## src/rtl/bitop_pkg.sv

```systemverilog
// Shared definitions for the pipelined ALU bitwise lane.
// Op encodings keep the legacy codes in the low half of the map.
package bitop_pkg;

  localparam int BITOP_W = 3;

  typedef enum logic [BITOP_W-1:0] {
    OP_XOR  = 3'b000,
    OP_ZERO = 3'b001,
    OP_OR   = 3'b010,
    OP_AND  = 3'b011,
    OP_ANDN = 3'b100,
    OP_ORN  = 3'b101,
    OP_XNOR = 3'b110,
    OP_POPC = 3'b111
  } bitop_e;

endpackage

```

## src/rtl/bitop_stage_reg.sv

```systemverilog
// Valid+data pipeline slice; loads when the slice is empty or drains.
// Data only moves with a valid input so bubbles leave it untouched.
module bitop_stage_reg #(
  parameter int W = 8
) (
  input  logic         clk,
  input  logic         rst_n,
  input  logic         valid_i,
  input  logic [W-1:0] data_i,
  input  logic         down_ready_i,
  output logic         adv_o,
  output logic         valid_o,
  output logic [W-1:0] data_o
);

  logic         valid_q, valid_d;
  logic [W-1:0] data_q, data_d;

  assign adv_o = !valid_q || down_ready_i;

  always_comb begin
    valid_d = valid_q;
    data_d  = data_q;
    if (adv_o) begin
      valid_d = valid_i;
      if (valid_i) data_d = data_i;
    end
  end

  always_ff @(posedge clk or negedge rst_n) begin
    if (!rst_n) begin
      valid_q <= 1'b0;
      data_q  <= '0;
    end else begin
      valid_q <= valid_d;
      data_q  <= data_d;
    end
  end

  assign valid_o = valid_q;
  assign data_o  = data_q;

endmodule

```

## src/rtl/bit_operator_pipe.sv

```systemverilog
// Two-stage bitwise unit: S1 does the logic op, S2 popcount and zero.
// in_ready is combinational from out_ready; there is no skid buffer.
module bit_operator_pipe
  import bitop_pkg::*;
#(
  parameter int WIDTH = 32
) (
  input  logic               clk,
  input  logic               rst_n,
  input  logic               in_valid,
  output logic               in_ready,
  input  logic [WIDTH-1:0]   opranda,
  input  logic [WIDTH-1:0]   oprandb,
  input  logic [BITOP_W-1:0] op_sel,
  output logic               out_valid,
  input  logic               out_ready,
  output logic [WIDTH-1:0]   res,
  output logic               zero
);

  localparam int CW  = $clog2(WIDTH + 1);
  localparam int S1W = WIDTH + BITOP_W;
  localparam int S2W = WIDTH + 1;

  logic             s1_valid, s1_adv, s2_adv;
  logic [S1W-1:0]   s1_d, s1_q;
  logic [S2W-1:0]   s2_d, s2_q;
  logic [WIDTH-1:0] s1_res, s1_val, res_d;
  logic [CW-1:0]    cnt;
  bitop_e           op_e, s1_op;

  assign op_e = bitop_e'(op_sel);

  always_comb begin
    s1_res = '0;
    unique case (op_e)
      OP_XOR:  s1_res = opranda ^ oprandb;
      OP_ZERO: s1_res = '0;
      OP_OR:   s1_res = opranda | oprandb;
      OP_AND:  s1_res = opranda & oprandb;
      OP_ANDN: s1_res = opranda & ~oprandb;
      OP_ORN:  s1_res = opranda | ~oprandb;
      OP_XNOR: s1_res = ~(opranda ^ oprandb);
      OP_POPC: s1_res = opranda;
    endcase
  end

  assign s1_d = {op_sel, s1_res};

  bitop_stage_reg #(.W(S1W)) u_s1 (
    .clk          (clk),
    .rst_n        (rst_n),
    .valid_i      (in_valid),
    .data_i       (s1_d),
    .down_ready_i (s2_adv),
    .adv_o        (s1_adv),
    .valid_o      (s1_valid),
    .data_o       (s1_q)
  );

  assign in_ready = s1_adv;
  assign s1_op    = bitop_e'(s1_q[S1W-1:WIDTH]);
  assign s1_val   = s1_q[WIDTH-1:0];

  always_comb begin
    cnt = '0;
    for (int i = 0; i < WIDTH; i++) cnt = cnt + CW'(s1_val[i]);
  end

  assign res_d = (s1_op == OP_POPC) ? WIDTH'(cnt) : s1_val;
  assign s2_d  = {~|res_d, res_d};

  bitop_stage_reg #(.W(S2W)) u_s2 (
    .clk          (clk),
    .rst_n        (rst_n),
    .valid_i      (s1_valid),
    .data_i       (s2_d),
    .down_ready_i (out_ready),
    .adv_o        (s2_adv),
    .valid_o      (out_valid),
    .data_o       (s2_q)
  );

  assign res  = s2_q[WIDTH-1:0];
  assign zero = s2_q[WIDTH];

endmodule
```

## config.mk

```make
export PLATFORM = sky130hd
export DESIGN_NAME = bit_operator_pipe
export DESIGN_NICKNAME = d
export VERILOG_FILES = /design/src/rtl/bitop_pkg.sv /design/src/rtl/bitop_stage_reg.sv /design/src/rtl/bit_operator_pipe.sv
export SDC_FILE = /design/constraint.sdc
export NUM_CORES = 1
export LEC_CHECK = 0
export BUFFER_PORTS_ARGS = -buffer_cell sky130_fd_sc_hd__buf_2
export CORE_ASPECT_RATIO = 1.1
export CORE_MARGIN = 3
export CORE_UTILIZATION = 45
export CTS_CLUSTER_DIAMETER = 200
export DETAILED_ROUTE_END_ITERATION = 7
export PLACE_DENSITY_LB_ADDON = 0.2
export SYNTH_ARGS = -nofsm -noshare
export SYNTH_HDL_FRONTEND = slang
export SYNTH_SLANG_ARGS = --single-unit
```

## constraint.sdc

```tcl
create_clock -name clk -period 14.95 [get_ports clk]
set_clock_uncertainty 0.1 [all_clocks]
set_input_delay 2.2425 -clock clk [delete_from_list [all_inputs] [get_ports clk]]
set_output_delay 2.2425 -clock clk [all_outputs]
set_load 0.05 [all_outputs]
```

* Word-level counts from Yosys, hierarchy flattened
Cells that the tools add are included.
** Word-level totals
- Output and inout port bits :: 35
- Flip-flop bits (word level) :: 70
- Word-level logic and storage cells :: 61
- Input port bits :: 71
** Operators by class
- Bitwise gates (word level) :: 7
- Equal/unequal tests :: 8
- Reductions and logical operators :: 9
- Mux-type cells :: 2
- Add/sub/neg operators :: 31
** Operator list (count)
- $pmux W32 S8 :: 1
- $add A6 B1 Y6 :: 26
- $and A32 B32 Y32 :: 2
- $not A32 Y32 :: 2
- $or A32 B32 Y32 :: 2
- $mux W32 :: 1
- $reduce_or A32 Y1 :: 1
- $xor A32 B32 Y32 :: 1
- $eq A3 B3 Y1 const B :: 5
- $add A5 B1 Y6 :: 1
- $eq A3 B2 Y1 const B :: 2
- $add A4 B1 Y5 :: 1
- $add A3 B1 Y4 :: 1
- $reduce_and A2 Y1 :: 2
- $add A2 B1 Y3 :: 1
- $eq A3 B1 Y1 const B :: 1
- $logic_not A1 Y1 :: 3
- $logic_not A3 Y1 :: 1
- $add A1 B1 Y2 :: 1
- $logic_or A1 B1 Y1 :: 2

* Longest topological paths before layout
- Depth in word-level cells :: 34
- Gate-level depth with buffers :: 16
- Mapped depth without buffers :: 16

* Cells and area by module
From an unflattened synthesis, not the netlist that was laid out.
** Second synthesis, totals
- Cells, all modules :: 589
- Area total of the unflattened synthesis :: 5808.1 sq um
** By module, submodules not included
- bit_operator_pipe :: instances 1, sequential area each 0.0 sq um, cells an instance 439, area an instance 2907.8 sq um
- bitop_stage_reg at u_s1 :: instances 1, sequential area each 900.9 sq um, cells an instance 77, area an instance 1472.7 sq um
- bitop_stage_reg at u_s2 :: instances 1, sequential area each 850.8 sq um, cells an instance 73, area an instance 1427.6 sq um

* Worst setup path before layout
No wires, ideal clock.
- Path kind :: in2out
- Start :: input port out_ready
- End :: output port in_ready
- Setup slack :: 9.818 ns
- Buffers on the path :: 0
- Data required time :: 12.608 ns
- Stages :: 2
- Arrival :: 2.790 ns
- Cells stage by stage :: nand2b_4 > or2_2
** Between the ends
- Cells in the longest elaborated chain, start to end :: 2
** RTL lines
- from (decl) :: line bit_operator_pipe.sv:16 : input logic out_ready,
- $logic_or A1 B1 Y1 (2 in series) :: line bitop_stage_reg.sv:19 : assign adv_o = !valid_q || down_ready_i;
- to (decl) :: line bit_operator_pipe.sv:11 : output logic in_ready,
Every way passes these cells.

* Worst setup path after layout
Ends and elaborated chain as after synthesis.

==> metrics.yaml <==
run_status:
  status: "finished clean"
sta:
  tightest_slew_ns: 0.964
  fmax_mhz: 187
  post-route-period-util: 0.358
  finalSetupTns_ns: 0
  slew_headroom: 0.357
  min_period_ns: 5.35
  hold_ws_ns: 0.370
  setup_viol: 0
  final_max_slew_viol_count: 0
  hold_violations: 0
  rsz0062_at_grt: "false"
clocking:
  clock-sinks: 70
  cts_buffers: 9
  clk_pin_slew_worst_paths_ns: 0.05
  post-cts-setup-buffers: 0
  cts_tree: "yes"
  clk_path_buf_depth: 2
  cts-root-buf: "clkbuf_16"
  clk-insertion-delay-late_ns: 0.33
  cts_resized: 0
  h-tree-depth: 3
  cts.hold.buffers_added: 0
grt:
  grt_util_all_layers: 0.215
  antenna_found_initial: 0
  grt_pass1_vias: 4510
  gr-total-overflow: 0
  grt_pass1_wl_um: 22200
  grt_max_degree: 71
drt:
  postRouteAntennaNets: 0
  drt_iter0_drc: 279
  wl_um: 13700
  drc: 0
  wl_per_cell_um: 16.3
  viasPerCell: 5.77
  drt-pass1-iter-count: 4
  num_vias: 4843
critical_path:
  r2r_slack_ns: 9.74
  end_kind: "primary output"
  critical_path_arrival_ns: 3.01
  crit_fanout: 4
  worstPathRequired_ns: 12.61
  critPathKind: "input port to primary output"
  cp-start-kind: "input port"
logic_synthesis:
  synth_cell_types: 40
  syn_nets: 715
  ys_ff_latch: 70
  synthArstFlopShare: 1.00
  synth.largest_area_cell: "dfrtp_1"
  synth_area_leaders: "dfrtp_1 (34%), a21oi_1 (12%), fa_1 (9.3%), o21ai_0 (6.8%), a22o_1 (4.2%)"
  netlist.area_leader.share: 0.339
  syn-mean-instance-area_um2: 8.42
  syn_area_mm2: 0.00516
  ys_seq_area_frac: 0.339
  synthCells: 613
  yosys_warnings: 0
  ys.flop_type: "dfrtp_1"
  synth_enable_flop_cells: 0
pwr:
  power_uw: 1520
  power.leakage_uw: 0.00268
  max-vdd-ir-drop_mv: 0.291
  power.density_mw_per_mm2: 255
final_layout:
  antenna_cells: 0
  area_delta_synth_final_pct: 15.3
  fillers: 1054
  final_nets: 791
  multi_input_area_mm2: 0.00298
  regArea_mm2: 0.00175
  drive_gt1_frac: 0.205
  postLayoutCoreUtil: 0.538
placed_design:
  io_buffer_count: 105
  post-dp-hpwl_um: 9860
  gp_congestion: 0.865
floorplan:
  die_h_um: 118
  fp-row-count: 40
  start_util: 0.467
  dieArea_mm2: 0.0128
  die_x_um: 108
  io_pins: 106
  coreArea_mm2: 0.0111
job:
  maxCapViolations: 0
worst_hold_path:
  hold_path_class: "flop to flop"
[critical path: stages]
cell and delay, ns:
buf_2 0.10, nand2b_4 0.14, or2_2 0.31, buf_2 0.22
[cells by family after synthesis]
kind of cell,count (synthesis),share of synthesized area
compound gates,289,0.330
xor+xnor,5,0.00848
fa+ha+maj,33,0.114
buf+inv,95,0.0853
flops,70,0.339
mux,8,0.0174
simple gates,113,0.106
[Yosys cell counts (2+ instances only)]
master	number
buf_2	16
ha_1	7
a31oi_1	2
nand2b_4	3
fa_1	24
xnor2_1	4
buf_6	6
a22o_1	25
nor3_1	31
nor4_1	5
buf_4	5
nand4_1	2
a32oi_1	2
dfrtp_1	70
nand2_1	20
nand3_1	2
and3_1	2
a21oi_1	126
o21ai_0	70
nor2_1	42
mux2_2	8
o21ai_1	7
a211oi_1	21
o21a_1	29
nand2b_1	2
clkbuf_1	20
inv_1	48
maj3_1	2
[worst paths after layout]
path | startpoint | end | cells past startpoint
min | u_s2.data_o[5] | u_s2.data_o[5] | 1
min in group asynchronous | rst_n | u_s1.data_o[32] | 2
min reg2reg | u_s2.data_o[5] | u_s2.data_o[5] | 1
max in group asynchronous | rst_n | u_s2.data_o[28] | 2
max | out_ready | in_ready | 4
max reg2reg | u_s1.data_o[11] | u_s2.data_o[32] | 15
[where the power goes]
group	internal [uW]	switching, uW
Clock	133	69.8
Combinational	438	614
Sequential	231	32.3
Total	802	716
[through the flow]
stage / instances / setup slack [ns] / area (um2)
after floorplan: 613 / 9.82 / 5160
after global placement: 825 / 9.62 / 5670
after detailed placement: 825 / 9.60 / 5670
after CTS: 840 / 9.59 / 5950
after global routing: 840 / 9.52 / 5950
final: 840 / 9.60 / 5950
[sequential cells by signal, indices dropped and copies added (netlist names)]
signal	cells
u_s1.data_o	35
u_s2.data_o	33
u_s2.valid_o	1
u_s1.valid_o	1
[layout by cell type (no fill, tap or decap), types with 3 or more instances in the layout]
cell type,instances
nor2_1,41
nor4_1,5
a22o_1,25
a211oi_1,21
inv_1,48
o21ai_0,70
nor3_1,31
mux2_2,8
fa_1,24
ha_1,7
clkbuf_16,9
dfrtp_1,70
nand2b_4,3
nand2_1,19
o21ai_1,7
buf_4,7
clkbuf_1,4
xnor2_1,4
buf_2,105
o21a_1,29
a21oi_1,126
[routing by layer]
layer,part of all wire,GRT usage,up-vias
met1,0.46,0.302,2336
met3,0.064,0.0541,21
li1,-,-,2350
met4,0.025,0.0742,0
met5,0,0,-
met2,0.46,0.322,136
[area by class of cell]
class	instances	area share
Multi-Input combinational cell	448	0.500
Inverter	48	0.0303
Timing Repair Buffer	112	0.0971
Clock buffer	14	0.0427
Tap cell	147	0.0309
Clock inverter	1	0.00504
Sequential cell	70	0.294
No activity file was read; power rests on OpenSTA's default activity.
